[src/rtl/parity_gen_chk_seq.sv]
// parity_gen_chk_seq
//   Clocked per-word and per-frame parity generator/checker. Each accepted
//   word (DV=1) gets its even/odd parity reported one cycle later. The words of
//   a multi-word frame are folded into a 1-bit accumulator. The frame closes on
//   DV&LAST, and its data parity is compared against CHK. Completed frames
//   (FCNT, wrapping) and failed frames (ERRCNT, saturating) are counted.
//
// Ports
//   CLK, RST    rising-edge clock, synchronous active-high reset
//   D, DV       data word and its valid qualifier
//   LAST, CHK   end-of-frame marker and frame check bit (only used with DV)
//   CLR         synchronous clear of ERRCNT/FCNT
//   WEV/WODD    parity of the last accepted word; WVLD pulses when it updates
//   FEV/FODD    data parity of the last completed frame; FVLD pulses on completion
//   ERR         pulses with FVLD when the frame check fails
//   BUSY        a frame is open (ACTIVE)
//   ERRCNT/FCNT failed / completed frame counters
module parity_gen_chk_seq #(
    parameter int WIDTH     = 8,
    parameter bit ODD_SENSE = 1'b0,
    parameter int CNT_W     = 8
) (
    input  logic             CLK,
    input  logic             RST,
    input  logic [WIDTH-1:0] D,
    input  logic             DV,
    input  logic             LAST,
    input  logic             CHK,
    input  logic             CLR,
    output logic             WEV,
    output logic             WODD,
    output logic             WVLD,
    output logic             FEV,
    output logic             FODD,
    output logic             FVLD,
    output logic             ERR,
    output logic             BUSY,
    output logic [CNT_W-1:0] ERRCNT,
    output logic [CNT_W-1:0] FCNT
);

    typedef enum logic {IDLE = 1'b0, ACTIVE = 1'b1} state_t;

    localparam logic [CNT_W-1:0] CNT_MAX = {CNT_W{1'b1}};

    state_t           state_q, state_d;
    logic             acc_q, acc_d;
    logic             wev_q, wev_d, wodd_q, wodd_d, wvld_q, wvld_d;
    logic             fev_q, fev_d, fodd_q, fodd_d, fvld_q, fvld_d;
    logic             err_q, err_d, busy_q, busy_d;
    logic [CNT_W-1:0] errcnt_q, errcnt_d, fcnt_q, fcnt_d;

    logic word_par;  // 1 = odd number of ones in D
    logic nxt;       // frame parity including the current word

    assign word_par = ^D;
    assign nxt      = acc_q ^ word_par;

    always_comb begin
        state_d  = state_q;
        acc_d    = acc_q;
        wev_d    = wev_q;
        wodd_d   = wodd_q;
        wvld_d   = 1'b0;
        fev_d    = fev_q;
        fodd_d   = fodd_q;
        fvld_d   = 1'b0;
        err_d    = 1'b0;
        errcnt_d = errcnt_q;
        fcnt_d   = fcnt_q;

        if (DV) begin
            wodd_d = word_par;
            wev_d  = ~word_par;
            wvld_d = 1'b1;
            if (LAST) begin
                // Frame closes. The accumulator restarts so a back-to-back
                // frame on the next cycle begins from zero.
                acc_d   = 1'b0;
                state_d = IDLE;
                fodd_d  = nxt;
                fev_d   = ~nxt;
                fvld_d  = 1'b1;
                err_d   = ((nxt ^ CHK) != ODD_SENSE);
                fcnt_d  = fcnt_q + {{(CNT_W-1){1'b0}}, 1'b1};
                if (err_d && (errcnt_q != CNT_MAX))
                    errcnt_d = errcnt_q + {{(CNT_W-1){1'b0}}, 1'b1};
            end else begin
                acc_d   = nxt;
                state_d = ACTIVE;
            end
        end

        // A clear drops any increment from this cycle. The pulses are not affected.
        if (CLR) begin
            errcnt_d = '0;
            fcnt_d   = '0;
        end

        busy_d = (state_d == ACTIVE);
    end

    always_ff @(posedge CLK) begin
        if (RST) begin
            state_q  <= IDLE;
            acc_q    <= 1'b0;
            wev_q    <= 1'b0;
            wodd_q   <= 1'b0;
            wvld_q   <= 1'b0;
            fev_q    <= 1'b0;
            fodd_q   <= 1'b0;
            fvld_q   <= 1'b0;
            err_q    <= 1'b0;
            busy_q   <= 1'b0;
            errcnt_q <= '0;
            fcnt_q   <= '0;
        end else begin
            state_q  <= state_d;
            acc_q    <= acc_d;
            wev_q    <= wev_d;
            wodd_q   <= wodd_d;
            wvld_q   <= wvld_d;
            fev_q    <= fev_d;
            fodd_q   <= fodd_d;
            fvld_q   <= fvld_d;
            err_q    <= err_d;
            busy_q   <= busy_d;
            errcnt_q <= errcnt_d;
            fcnt_q   <= fcnt_d;
        end
    end

    assign WEV    = wev_q;
    assign WODD   = wodd_q;
    assign WVLD   = wvld_q;
    assign FEV    = fev_q;
    assign FODD   = fodd_q;
    assign FVLD   = fvld_q;
    assign ERR    = err_q;
    assign BUSY   = busy_q;
    assign ERRCNT = errcnt_q;
    assign FCNT   = fcnt_q;

endmodule

[config.mk]
export PLATFORM = sky130hd
export DESIGN_NAME = parity_gen_chk_seq
export DESIGN_NICKNAME = d
export VERILOG_FILES = /design/src/rtl/parity_gen_chk_seq.sv
export SDC_FILE = /design/constraint.sdc
export NUM_CORES = 1
export LEC_CHECK = 0
export CELL_PAD_IN_SITES_DETAIL_PLACEMENT = 0
export CELL_PAD_IN_SITES_GLOBAL_PLACEMENT = 1
export CORE_MARGIN = 5
export CORE_UTILIZATION = 30
export DETAILED_ROUTE_END_ITERATION = 8
export PLACE_DENSITY_LB_ADDON = 0.12
export RECOVER_POWER = 100
export SLEW_MARGIN = 30
export SYNTH_ARGS = -nofsm -noshare
export SYNTH_HDL_FRONTEND = slang
export SYNTH_SLANG_ARGS = --single-unit
[constraint.sdc]
create_clock -name CLK -period 1.44 [get_ports CLK]
set_input_delay 0.144 -clock CLK [delete_from_list [all_inputs] [get_ports CLK]]
set_output_delay 0.144 -clock CLK [all_outputs]
set_load 0.005 [all_outputs]
Word-level counts from Yosys, hierarchy flattened
Cells that the tools add are included.
- register bits: 25
- input bits: 14
- add/subtract/negate cells: 2
- bitwise operators: 6
- reductions and logical operators: 7
- eq/ne operators: 1
- mux-type cells: 4
- operators by type and width (kind ; count):
    $add 8x1->8 const B ; 2
    $ne 8x8->1 const B ; 1
    $reduce_xor 8->1 ; 1
    $mux 1 ; 4
    $not 1->1 ; 4
    $reduce_or 2->1 ; 2
    $reduce_and 3->1 ; 1
    $reduce_or 3->1 ; 1
    $reduce_and 2->1 ; 1
    $xor 1x1->1 ; 2
    $logic_and 1x1->1 ; 1

Depth between registers and ports, before layout
Gate-level depths: netlist of the first run.
- word-level depth: 5
- gate-level depth with buffers: 6
- mapped depth without buffers: 6

Worst setup path before layout of the first run
OpenSTA, ideal clock, no wires.
- path kind: input-to-reg
- start: input port D[2]
- end: register errcnt_q[1] (netlist: ERRCNT[1])
- setup slack: -0.041 ns
- cell stages on the path: 5
- data arrival time: 1.365 ns
- path buffers: 1
- required time: 1.324 ns
- path through: xnor2_1 xnor2_1 xnor3_2 buf_6 a41o_1
- cells in the longest elaborated chain, start to end: 5
- RTL lines (what ; line ; source):
    start: declaration ; 25 ; input logic [WIDTH-1:0] D,
    $reduce_xor 8->1 ; 56 ; assign word_par = ^D;
    $xor 1x1->1 ; 57 ; assign nxt = acc_q ^ word_par;
    $xor 1x1->1 ; 84 ; err_d = ((nxt ^ CHK) != ODD_SENSE);
    $logic_and 1x1->1 ; 86 ; if (err_d && (errcnt_q != CNT_MAX))
    $reduce_and 3->1 (no line) ; n/a ;
    end signal: assignment ; 128 ; errcnt_q <= errcnt_d;
    end: declaration ; 51 ; logic [CNT_W-1:0] errcnt_q, errcnt_d, fcnt_q, fcnt_d;
No other way between the ends.
A chain may end at the register's enable or synchronous reset.

Worst setup path after layout of the first run
- start: register errcnt_q[0] (netlist: ERRCNT[0])
- end: register errcnt_q[3] (netlist: ERRCNT[3])
- cells in the longest elaborated chain, start to end: 3
- elaborated cells between the ends (all ways): 4
- classes of those cells: 1 x add/sub; 1 x eq/ne; 2 x reduce/logical
- RTL lines (what):
    parallel branches: the longest is 3 deep, another holds $add 8x1->8
Several ways; the timed one is not identified.

==> results of run 1 <==
-- how the worst max path moves through the flow --
stage,startpoint,end,slack [ps]
after floorplan,D[7],ERRCNT[1],-5
after global placement,D[7],ERRCNT[7],-500
after detailed placement,D[7],ERRCNT[7],-540
after CTS,acc_q,ERRCNT[7],-20
after global routing,ERRCNT[0],ERRCNT[3],-30
final,ERRCNT[0],ERRCNT[3],30
-- timing repair --
action / in CTS / in global routing
setup buffers: 5 / 1
gates resized for setup: 24 / 27
endpoints found under the setup margin: 12 / 19
pin swaps: 15 / 16
cloned: 2 / 0
-- cell families (layout without fill, tap and decap cells) --
kind of cell               Yosys count  after routing
AOI/OAI and AO/OA                   24             24
xor gates and xnor gates            15             17
adders and majority gates            2              2
buffers and inverters                7             71
DFF                                 25             25
muxes                                1              1
and+or+nand+nor                     62             62
-- per-stage QoR --
step                hold WS, ps  std cells  instance area (sq um)  power [W]  setup WS [ps]
finish                      491        252                   1990    0.00178           30.8
global route                527        252                   1990    0.00189          -25.8
CTS                         496        251                   1990    0.00179          -16.7
detailed placement          481        241                   1790    0.00118           -536
global placement            474        241                   1790    0.00117           -503
floorplan                   332        136                   1210    0.00102          -4.66
-- Yosys cell counts, types with 3 or more instances --
library cell,number,share of area
nor2_1,20,0.062
xnor2_1,9,0.065
nor3_1,4,0.017
xor2_1,4,0.029
a21oi_1,6,0.025
clkbuf_1,3,0.0093
nand4_1,4,0.021
a31oi_1,5,0.026
a41o_1,5,0.042
nand2_1,16,0.050
dfxtp_1,25,0.42
-- per-layer routing --
metal | routed length, um | part of all wire
met5 | 0 | 0
met3 | 213 | 0.066
met2 | 1520 | 0.47
met4 | 40 | 0.012
met1 | 1460 | 0.45
-- worst max-delay path, cell delays in order (launching register included) --
cell	delay, ps
dfxtp_4	360
ha_4	170
inv_4	50
nor3_2	30
buf_4	140
nor3_4	220
a31oi_1	130
a41o_1	210
-- area by class of cell --
class                           instances  area (sq um)  share of cell area
Inverter                                1          6.26             0.00314
Multi-Input combinational cell        106           812               0.408
Clock buffer                            3          41.3              0.0207
Clock inverter                          1          7.51             0.00377
Sequential cell                        25           512               0.257
Timing Repair Buffer                   66           549               0.276
Tap cell                               50          62.6              0.0314
-- registers in the layout (all words and copies together), names as in the netlist --
register,flops
BUSY,1
ERR,1
ERRCNT,8
FCNT,8
FEV,1
FODD,1
FVLD,1
WEV,1
WODD,1
WVLD,1
acc_q,1
-- power breakdown --
| group | switching [W] | internal [W] |
|---|---|---|
| clock | 0.000235 | 0.000197 |
| combinational | 0.000268 | 0.000343 |
| sequential | 0.0000167 | 0.000721 |
==> impl_metrics.csv, run 1 <==
group,metric,value,unit
floorplanning,die_h,73.4,um
synthesis,synth-async-reset-ratio,0,
grt,met3_usage,0.0315,
synthesis,yosys.area_share.simple,0.253,
critical_path,cp_data_required_time,1610,ps
clocking,tritoncts,"built",
finish,drive_gt1_frac,0.332,
clocking,insertion_delay,280,ps
finish,antenna_cells,0,
placed_design,portBuffers,37,
critical_path,critical_path.startpoint_type,"register",
floorplanning,fp.coreArea,3940,sq um
run,drv_cap,0,
clocking,cts_root_buf,"clkbuf_8",
timing,final_max_slew_viol_count,0,
clocking,cts_buffers,3,
critical_path,path_class,"reg -> reg",
timing,max_slew_margin,0.646,
synthesis,synth_xor_area_frac,0.128,
synthesis,synth_flop_cell,"dfxtp_1",
outcome,status,"complete, no violations",
timing,worstMarginPinSlew,529,ps
synthesis,synth-adder-area-share,0.0208,
timing,layout_min_cycle_time,1410,ps
finish,nets,219,
placed_design,dp_hpwl,2.30,mm
timing,finalSetupViolCount,0,
clocking,cts_buffer_depth,2,
clocking,ctsHoldBuffers,0,
worst_hold_path,hp-class,"reg -> reg",
route,via_per_inst,4.75,
route,ant_nets,0,
timing,fmax,710,MHz
timing,fin_skew,10.1,ps
grt,grt_pass1_wl,5.31,mm
grt,met1_usage,0.153,
synthesis,synthCells,136,
grt,antenna_found_initial,0,
power,vdd_ir_drop_max,0.000427,V
timing,rsz0062_at_grt,"true",
synthesis,synth_cell_types,38,
worst_hold_path,holdCritStartpoint,"WODD",
critical_path,critPathArrivalTime,1580,ps
synthesis,synth_mux_area_frac,0.00831,
critical_path,r2r-start,"ERRCNT[0]",
synthesis,syn-cell-area,1200,sq um
worst_hold_path,min_to,"WODD",
synthesis,synth_edf_count,0,
finish,layout_common_cells,"clkdlybuf4s50_1 (27), buf_4 (27), nor2_1 (20)",
route,drtIter0Drc,41,
floorplanning,dieWidth,73.4,um
clocking,cts_sinks,25,
grt,grt_pass1_vias,1188,
grt,overflow,0,
critical_path,r2r-end,"ERRCNT[3]",
grt,busiest_layer,"met2",
finish,fin_util,0.505,
placed_design,place_congestion,0.785,
route,route.detailed.drc,0,
route,num_vias,1196,
finish,fill_cells,362,
finish,syn2layout_area_growth,65.2,%
critical_path,end_kind,"register",
route,post_drt_wl_per_cell,12.8,um
timing,hold_viol_final,0,
synthesis,synth_compound_area_frac,0.145,
synthesis,ys_ff_latch,25,
floorplanning,die_area,5380,sq um
grt,grt_use_total,0.127,
critical_path,r2r_cells,7,
critical_path,crit_path_max_fanout,4,
timing,fin_setup_tns,0,ps
power,power.leakage,0.860,nW
floorplanning,initial_core_util,0.306,
synthesis,yosysSeqAreaShare,0.415,
synthesis,yosys_warnings,0,
floorplanning,fp-row-count,23,
synthesis,synth_top_family_by_area,"simple AND/OR/NAND/NOR gates",
power,power_density,894,nW/um^2
floorplanning,top_level_ports,38,
clocking,clk_pin_slew,100,ps
timing,finalCritPeriodShare,0.979,
route,wirelength,3.24,mm
route,firstDrtPassIters,4,
critical_path,rrSetupSlack,30,ps
synthesis,syn_avg_cell_area,8.86,sq um
worst_hold_path,hold_depth,2,
grt,grt_max_degree,16,
grt,grt_use_met2,0.217,
clocking,cts_max_level,1,
synthesis,synthesis.nets,152,
No activity file was read; power rests on OpenSTA's default activity.
==> run 2: changes to the inputs <==
--- a/config.mk
+++ b/config.mk
@@ -12,6 +12,7 @@
 export DETAILED_ROUTE_END_ITERATION = 8
 export PLACE_DENSITY_LB_ADDON = 0.12
 export RECOVER_POWER = 100
+export SKIP_CTS_REPAIR_TIMING = 1
 export SLEW_MARGIN = 30
 export SYNTH_ARGS = -nofsm -noshare
 export SYNTH_HDL_FRONTEND = slang
==> run 2 against run 1 <==
Effect of this change:
- the flow now finishes with violations (negative setup slack)
- via count is 0.42% higher
- routed wire length fell by 2.4%
- design area shrank 0.13%
- final cell count fell by 0.79%
- global-route usage down 1.2 points
- largest cell class unchanged
- highest routed layer unchanged
==> impl_metrics.csv, run 2 (synthesized netlist as in run 1, its figures left out) <==
group,metric,value,unit
outcome,status,"complete, but fails checks",
outcome,violations,"negative setup slack",
worst_hold_path,hold_depth,2,
floorplanning,die_area,5380,sq um
grt,antenna_found_initial,0,
route,firstDrtPassIters,6,
timing,finalCritPeriodShare,1.00,
grt,grt_max_degree,18,
worst_hold_path,hp-class,"reg -> reg",
finish,final_common_cell,"buf_4",
clocking,cts_buffers,3,
route,ant_nets,0,
clocking,cts_sinks,25,
critical_path,r2r_cells,4,
grt,overflow,0,
route,drtIter0Drc,31,
route,via_per_inst,4.80,
run,drv_cap,0,
power,vdd_ir_drop_max,0.000406,V
timing,layout_min_cycle_time,1440,ps
route,post_drt_wl_per_cell,12.6,um
placed_design,portBuffers,37,
floorplanning,fp.coreArea,3940,sq um
timing,fmax,693,MHz
power,power_density,865,nW/um^2
timing,worst_slack,-3.77,ps
critical_path,critPathArrivalTime,1660,ps
finish,fin_cells,250,
floorplanning,fp-row-count,23,
timing,finalSetupViolCount,1,
placed_design,place_congestion,0.785,
clocking,cts_buffer_depth,2,
placed_design,dp_cells,241,
critical_path,path_class,"reg -> reg",
timing,worstMarginPinSlew,512,ps
floorplanning,initial_core_util,0.306,
clocking,clk_pin_slew,90,ps
floorplanning,die_h,73.4,um
clocking,cts_max_level,1,
critical_path,cp_data_required_time,1660,ps
finish,nets,217,
timing,max_slew_margin,0.657,
finish,antenna_cells,0,
critical_path,r2r-start,"acc_q",
grt,grt_pass1_vias,1116,
timing,hold_viol_final,0,
critical_path,startpoint,"acc_q",
clocking,insertion_delay,280,ps
route,num_vias,1201,
floorplanning,dieWidth,73.4,um
critical_path,crit_end,"ERRCNT[3]",
critical_path,r2r-end,"ERRCNT[3]",
grt,grt_pass1_wl,4.84,mm
timing,final_max_slew_viol_count,0,
critical_path,end_kind,"register",
route,wirelength,3.16,mm
route,route.detailed.drc,0,
finish,syn2layout_area_growth,65.0,%
timing,rsz0062_at_grt,"true",
critical_path,rrSetupSlack,-4,ps
floorplanning,top_level_ports,38,
critical_path,critical_path.startpoint_type,"register",
finish,layout_common_cells,"buf_4 (22), dfxtp_1 (21), nor2_1 (19)",
grt,grt_use_total,0.114,
clocking,tritoncts,"built",
critical_path,crit_path_max_fanout,5,
clocking,cts_root_buf,"clkbuf_8",
placed_design,dp_slack,-536,ps
power,power.leakage,0.920,nW
placed_design,dp_hpwl,2.30,mm
timing,fin_skew,9.79,ps
finish,drive_gt1_frac,0.270,
-- run 2: cell count changes in the layout (fill, tap and decap cells not counted), sizes merged --
cell           before  now
buf                28   25
dlygate4sd2         1    0
dlymetal6s2s        1    6
clkbuf             12    9
dlygate4sd3         0   10
clkdlybuf4s50      27   17
-- run 2: where the power goes --
group	switching [W]	internal, W
logic	0.000253	0.000299
registers	0.0000165	0.000722
clock network	0.000234	0.000196
-- run 2: area by class of cell --
type	count	area [sq um]
tap	50	62.6
clock buffer	3	41.3
multi-input combinational	106	795
clock inverter	1	7.51
sequential	25	505
fill	361	1950
timing repair buffer	64	573
inverter	1	3.75
-- run 2: routing by layer --
metal,up-vias,track usage,wire [um]
li1,612,-,-
met1,555,0.134,1440
met2,30,0.198,1480
met3,4,0.0315,201
met4,0,0.0443,40
met5,-,0,0
-- run 2: critical path, stage by stage (launching register included) --
cell and delay (ps):
dfxtp_2 360, xnor2_4 180, xnor3_2 520, a31oi_1 220, a41o_1 110
-- run 2: how the worst min path moves through the flow --
stage                       start  endpoint  slack, ps
after global routing         BUSY      BUSY        520
final                        WODD      WODD        490
after detailed placement     BUSY      BUSY        480
after global placement    FCNT[1]   FCNT[1]        470
after floorplan              LAST     acc_q        330
after CTS                    WODD      WODD        500
-- run 2: stage by stage --
stage               cell area [sq um]  setup TNS, ps  hold slack (ps)  power, W   util
floorplan                        1210          -4.66              332   0.00102      -
detailed placement               1790          -6300              481   0.00118  0.455
finish                           1990          -3.77              487   0.00172  0.504
global route                     1990           -187              524   0.00182  0.504
global placement                 1790          -5840              474   0.00117  0.455
CTS                              1840          -1850              496   0.00162  0.467
==> run 3: changes to the inputs <==
--- a/config.mk
+++ b/config.mk
@@ -5,10 +5,11 @@
 export SDC_FILE = /design/constraint.sdc
 export NUM_CORES = 1
 export LEC_CHECK = 0
+export ABC_AREA = 1
 export CELL_PAD_IN_SITES_DETAIL_PLACEMENT = 0
 export CELL_PAD_IN_SITES_GLOBAL_PLACEMENT = 1
 export CORE_MARGIN = 5
-export CORE_UTILIZATION = 30
+export CORE_UTILIZATION = 29
 export DETAILED_ROUTE_END_ITERATION = 8
 export PLACE_DENSITY_LB_ADDON = 0.12
 export RECOVER_POWER = 100
==> run 3 against run 2 <==
Effect of this change:
- the run now ends clean
- first-iteration DRC count increased by 48%
- fmax up 5.8%
- design area up 7.2%
- total power fell by 15%
- register-to-register slack improved by 110 ps
- clock skew shrank 2.5 ps
- final cell count increased by 31%
- die area rose by 17%
- sequential power fell by 2%
- synthesized area increased by 16%
- hold slack worse by 20 ps
- critical endpoint is now FCNT[0]
==> impl_metrics.csv, run 3 <==
group,metric,value,unit
outcome,status,"complete, no violations",
route,wirelength,3.47,mm
synthesis,synth_xor_area_frac,0.00627,
power,power.leakage,1.01,nW
power,pwr-share-comb,0.211,
power,clkPwrFrac,0.293,
synthesis,yosys.cell_count.top_type,"nand2_1",
clocking,tritoncts,"built",
clocking,cts_sinks,25,
timing,final_max_slew_viol_count,0,
critical_path,crit_path_max_fanout,3,
finish,layout_common_cells,"nand2_1 (67), inv_1 (33), clkdlybuf4s50_1 (26)",
finish,syn2layout_area_growth,52.6,%
critical_path,critPathArrivalTime,1220,ps
synthesis,synth_top_family_by_area,"simple AND/OR/NAND/NOR gates",
power,vdd_ir_drop_max,0.000342,V
timing,hold_viol_final,0,
clocking,cts_root_buf,"clkbuf_8",
synthesis,yosys.area_share.simple,0.401,
synthesis,yosys-top-cells-count,"nand2_1 (67), inv_1 (34), dfxtp_1 (25), nor2_1 (18), o21ai_0 (10)",
route,num_vias,1461,
synthesis,ys_ff_latch,25,
grt,grt_pass1_wl,5.79,mm
route,ant_nets,0,
power,p_int,0.00106,W
synthesis,synth_top_area_share,0.358,
run,drv_cap,0,
synthesis,synthCells,212,
timing,layout_min_cycle_time,1360,ps
timing,fin_setup_tns,0,ps
clocking,cts_max_level,1,
grt,grt_max_degree,17,
grt,overflow,0,
timing,fin_skew,7.30,ps
grt,grt_use_total,0.112,
synthesis,synth_edf_count,0,
critical_path,r2r_cells,9,
route,firstDrtPassIters,4,
synthesis,syn-cell-area,1400,sq um
finish,nets,290,
synthesis,synth_compound_area_frac,0.0789,
finish,antenna_cells,0,
synthesis,synth-async-reset-ratio,0,
synthesis,yosys.area.top_type,"dfxtp_1",
worst_hold_path,hold_depth,2,
synthesis,synth_mux_area_frac,0,
critical_path,cp_data_required_time,1300,ps
timing,fmax,733,MHz
timing,worstMarginPinSlew,315,ps
floorplanning,dieWidth,79.4,um
clocking,cts_buffers,3,
floorplanning,fp-row-count,25,
floorplanning,die_h,79.4,um
synthesis,synth_flop_cell,"dfxtp_1",
power,netSwitchingPower,0.000397,W
power,p_sw_frac,0.272,
finish,drive_gt1_frac,0.231,
synthesis,synth-adder-area-share,0.0179,
placed_design,place_congestion,0.722,
power,power_density,685,nW/um^2
finish,final_common_cell,"nand2_1",
synthesis,synth_cell_types,22,
power,power,0.00146,W
floorplanning,top_level_ports,38,
synthesis,synthTopCellsByArea,"dfxtp_1 (36%), nand2_1 (18%), inv_1 (9.1%), nor2_1 (4.8%), nand4_1 (4.0%)",
floorplanning,initial_core_util,0.298,
timing,finalCritPeriodShare,0.948,
clocking,insertion_delay,270,ps
synthesis,yosys_warnings,0,
synthesis,synthesis.nets,228,
floorplanning,die_area,6300,sq um
timing,rsz0062_at_grt,"true",
grt,grt_pass1_vias,1358,
clocking,clk_pin_slew,80,ps
route,post_drt_wl_per_cell,10.6,um
timing,finalSetupViolCount,0,
critical_path,path_class,"reg -> out",
power,power_frac_seq,0.496,
clocking,cts_buffer_depth,2,
synthesis,yosysSeqAreaShare,0.358,
route,drtIter0Drc,46,
placed_design,portBuffers,37,
critical_path,critical_path.startpoint_type,"register",
timing,max_slew_margin,0.789,
synthesis,syn_avg_cell_area,6.59,sq um
floorplanning,fp.coreArea,4690,sq um
critical_path,end_kind,"primary output",
worst_hold_path,hp-class,"reg -> reg",
route,via_per_inst,4.47,
grt,antenna_found_initial,0,
route,route.detailed.drc,0,
placed_design,dp_hpwl,2.56,mm
==> run 3: cell types whose count changed after synthesis, moves of 5 or more <==
cell | previous run | this run
nand4_1 | 4 | 9
xnor2_1 | 9 | 1
nand3_1 | 2 | 8
inv_1 | 1 | 34
a41o_1 | 5 | 0
a31oi_1 | 5 | 0
o21ai_0 | 0 | 10
nand2_1 | 16 | 67
==> run 3: routing by layer <==
layer	vias to the layer above	track usage	wire, um
li1	791	-	-
met1	639	0.146	1660
met2	27	0.186	1610
met3	4	0.0203	164
met4	0	0.0361	34
met5	-	0	0
==> run 3: cell families (layout without fill, tap and decap cells) <==
kind of cell / Yosys count / in the layout
adder cells (fa/ha/maj): 2 / 2
AND/OR/NAND/NOR: 121 / 121
flip-flops: 25 / 25
AO/OA/AOI/OAI: 21 / 21
XOR/XNOR: 1 / 1
buffers and inverters: 42 / 103
==> run 3: path summary, 6_finish.rpt <==
kind                    end      start  slack, ps
setup / recovery    FCNT[0]    FCNT[0]         80
hold / removal      FCNT[7]    FCNT[7]        470
setup reg to reg  ERRCNT[5]  ERRCNT[1]        110
hold reg to reg     FCNT[7]    FCNT[7]        470
==> run 3: area by class of cell <==
cell class | instances | area [sq um]
Sequential cell | 25 | 512
Tap cell | 54 | 67.6
Fill cell | 486 | 2560
Clock buffer | 4 | 45.0
Multi-Input combinational cell | 145 | 773
Timing Repair Buffer | 61 | 587
Inverter | 38 | 146
==> run 3: stage by stage <==
stage	cells	setup slack (ps)	utilization	area, sq um	hold slack, ps
2_1_floorplan	212	17.3	-	1400	213
3_3_place_gp	317	-408	0.409	1920	454
3_5_place_dp	317	-414	0.409	1920	457
4_1_cts	321	-129	0.419	1970	476
5_1_grt	327	-7.96	0.454	2130	491
6_report	327	75.4	0.454	2130	467
==> run 3: power by group through the flow <==
stage	logic, W	registers [W]	clock network (W)
after global routing	0.000345	0.000725	0.000489
after detailed placement	0.000280	0.000738	0
after global placement	0.000281	0.000737	0
after CTS	0.000281	0.000722	0.000453
after floorplan	0.000161	0.000739	0
final	0.000308	0.000723	0.000428
==> run 3: worst max-delay path, stage by stage (launching register included) <==
cell and delay (ps):
dfxtp_2 360, buf_4 110, clkdlybuf4s50_1 490
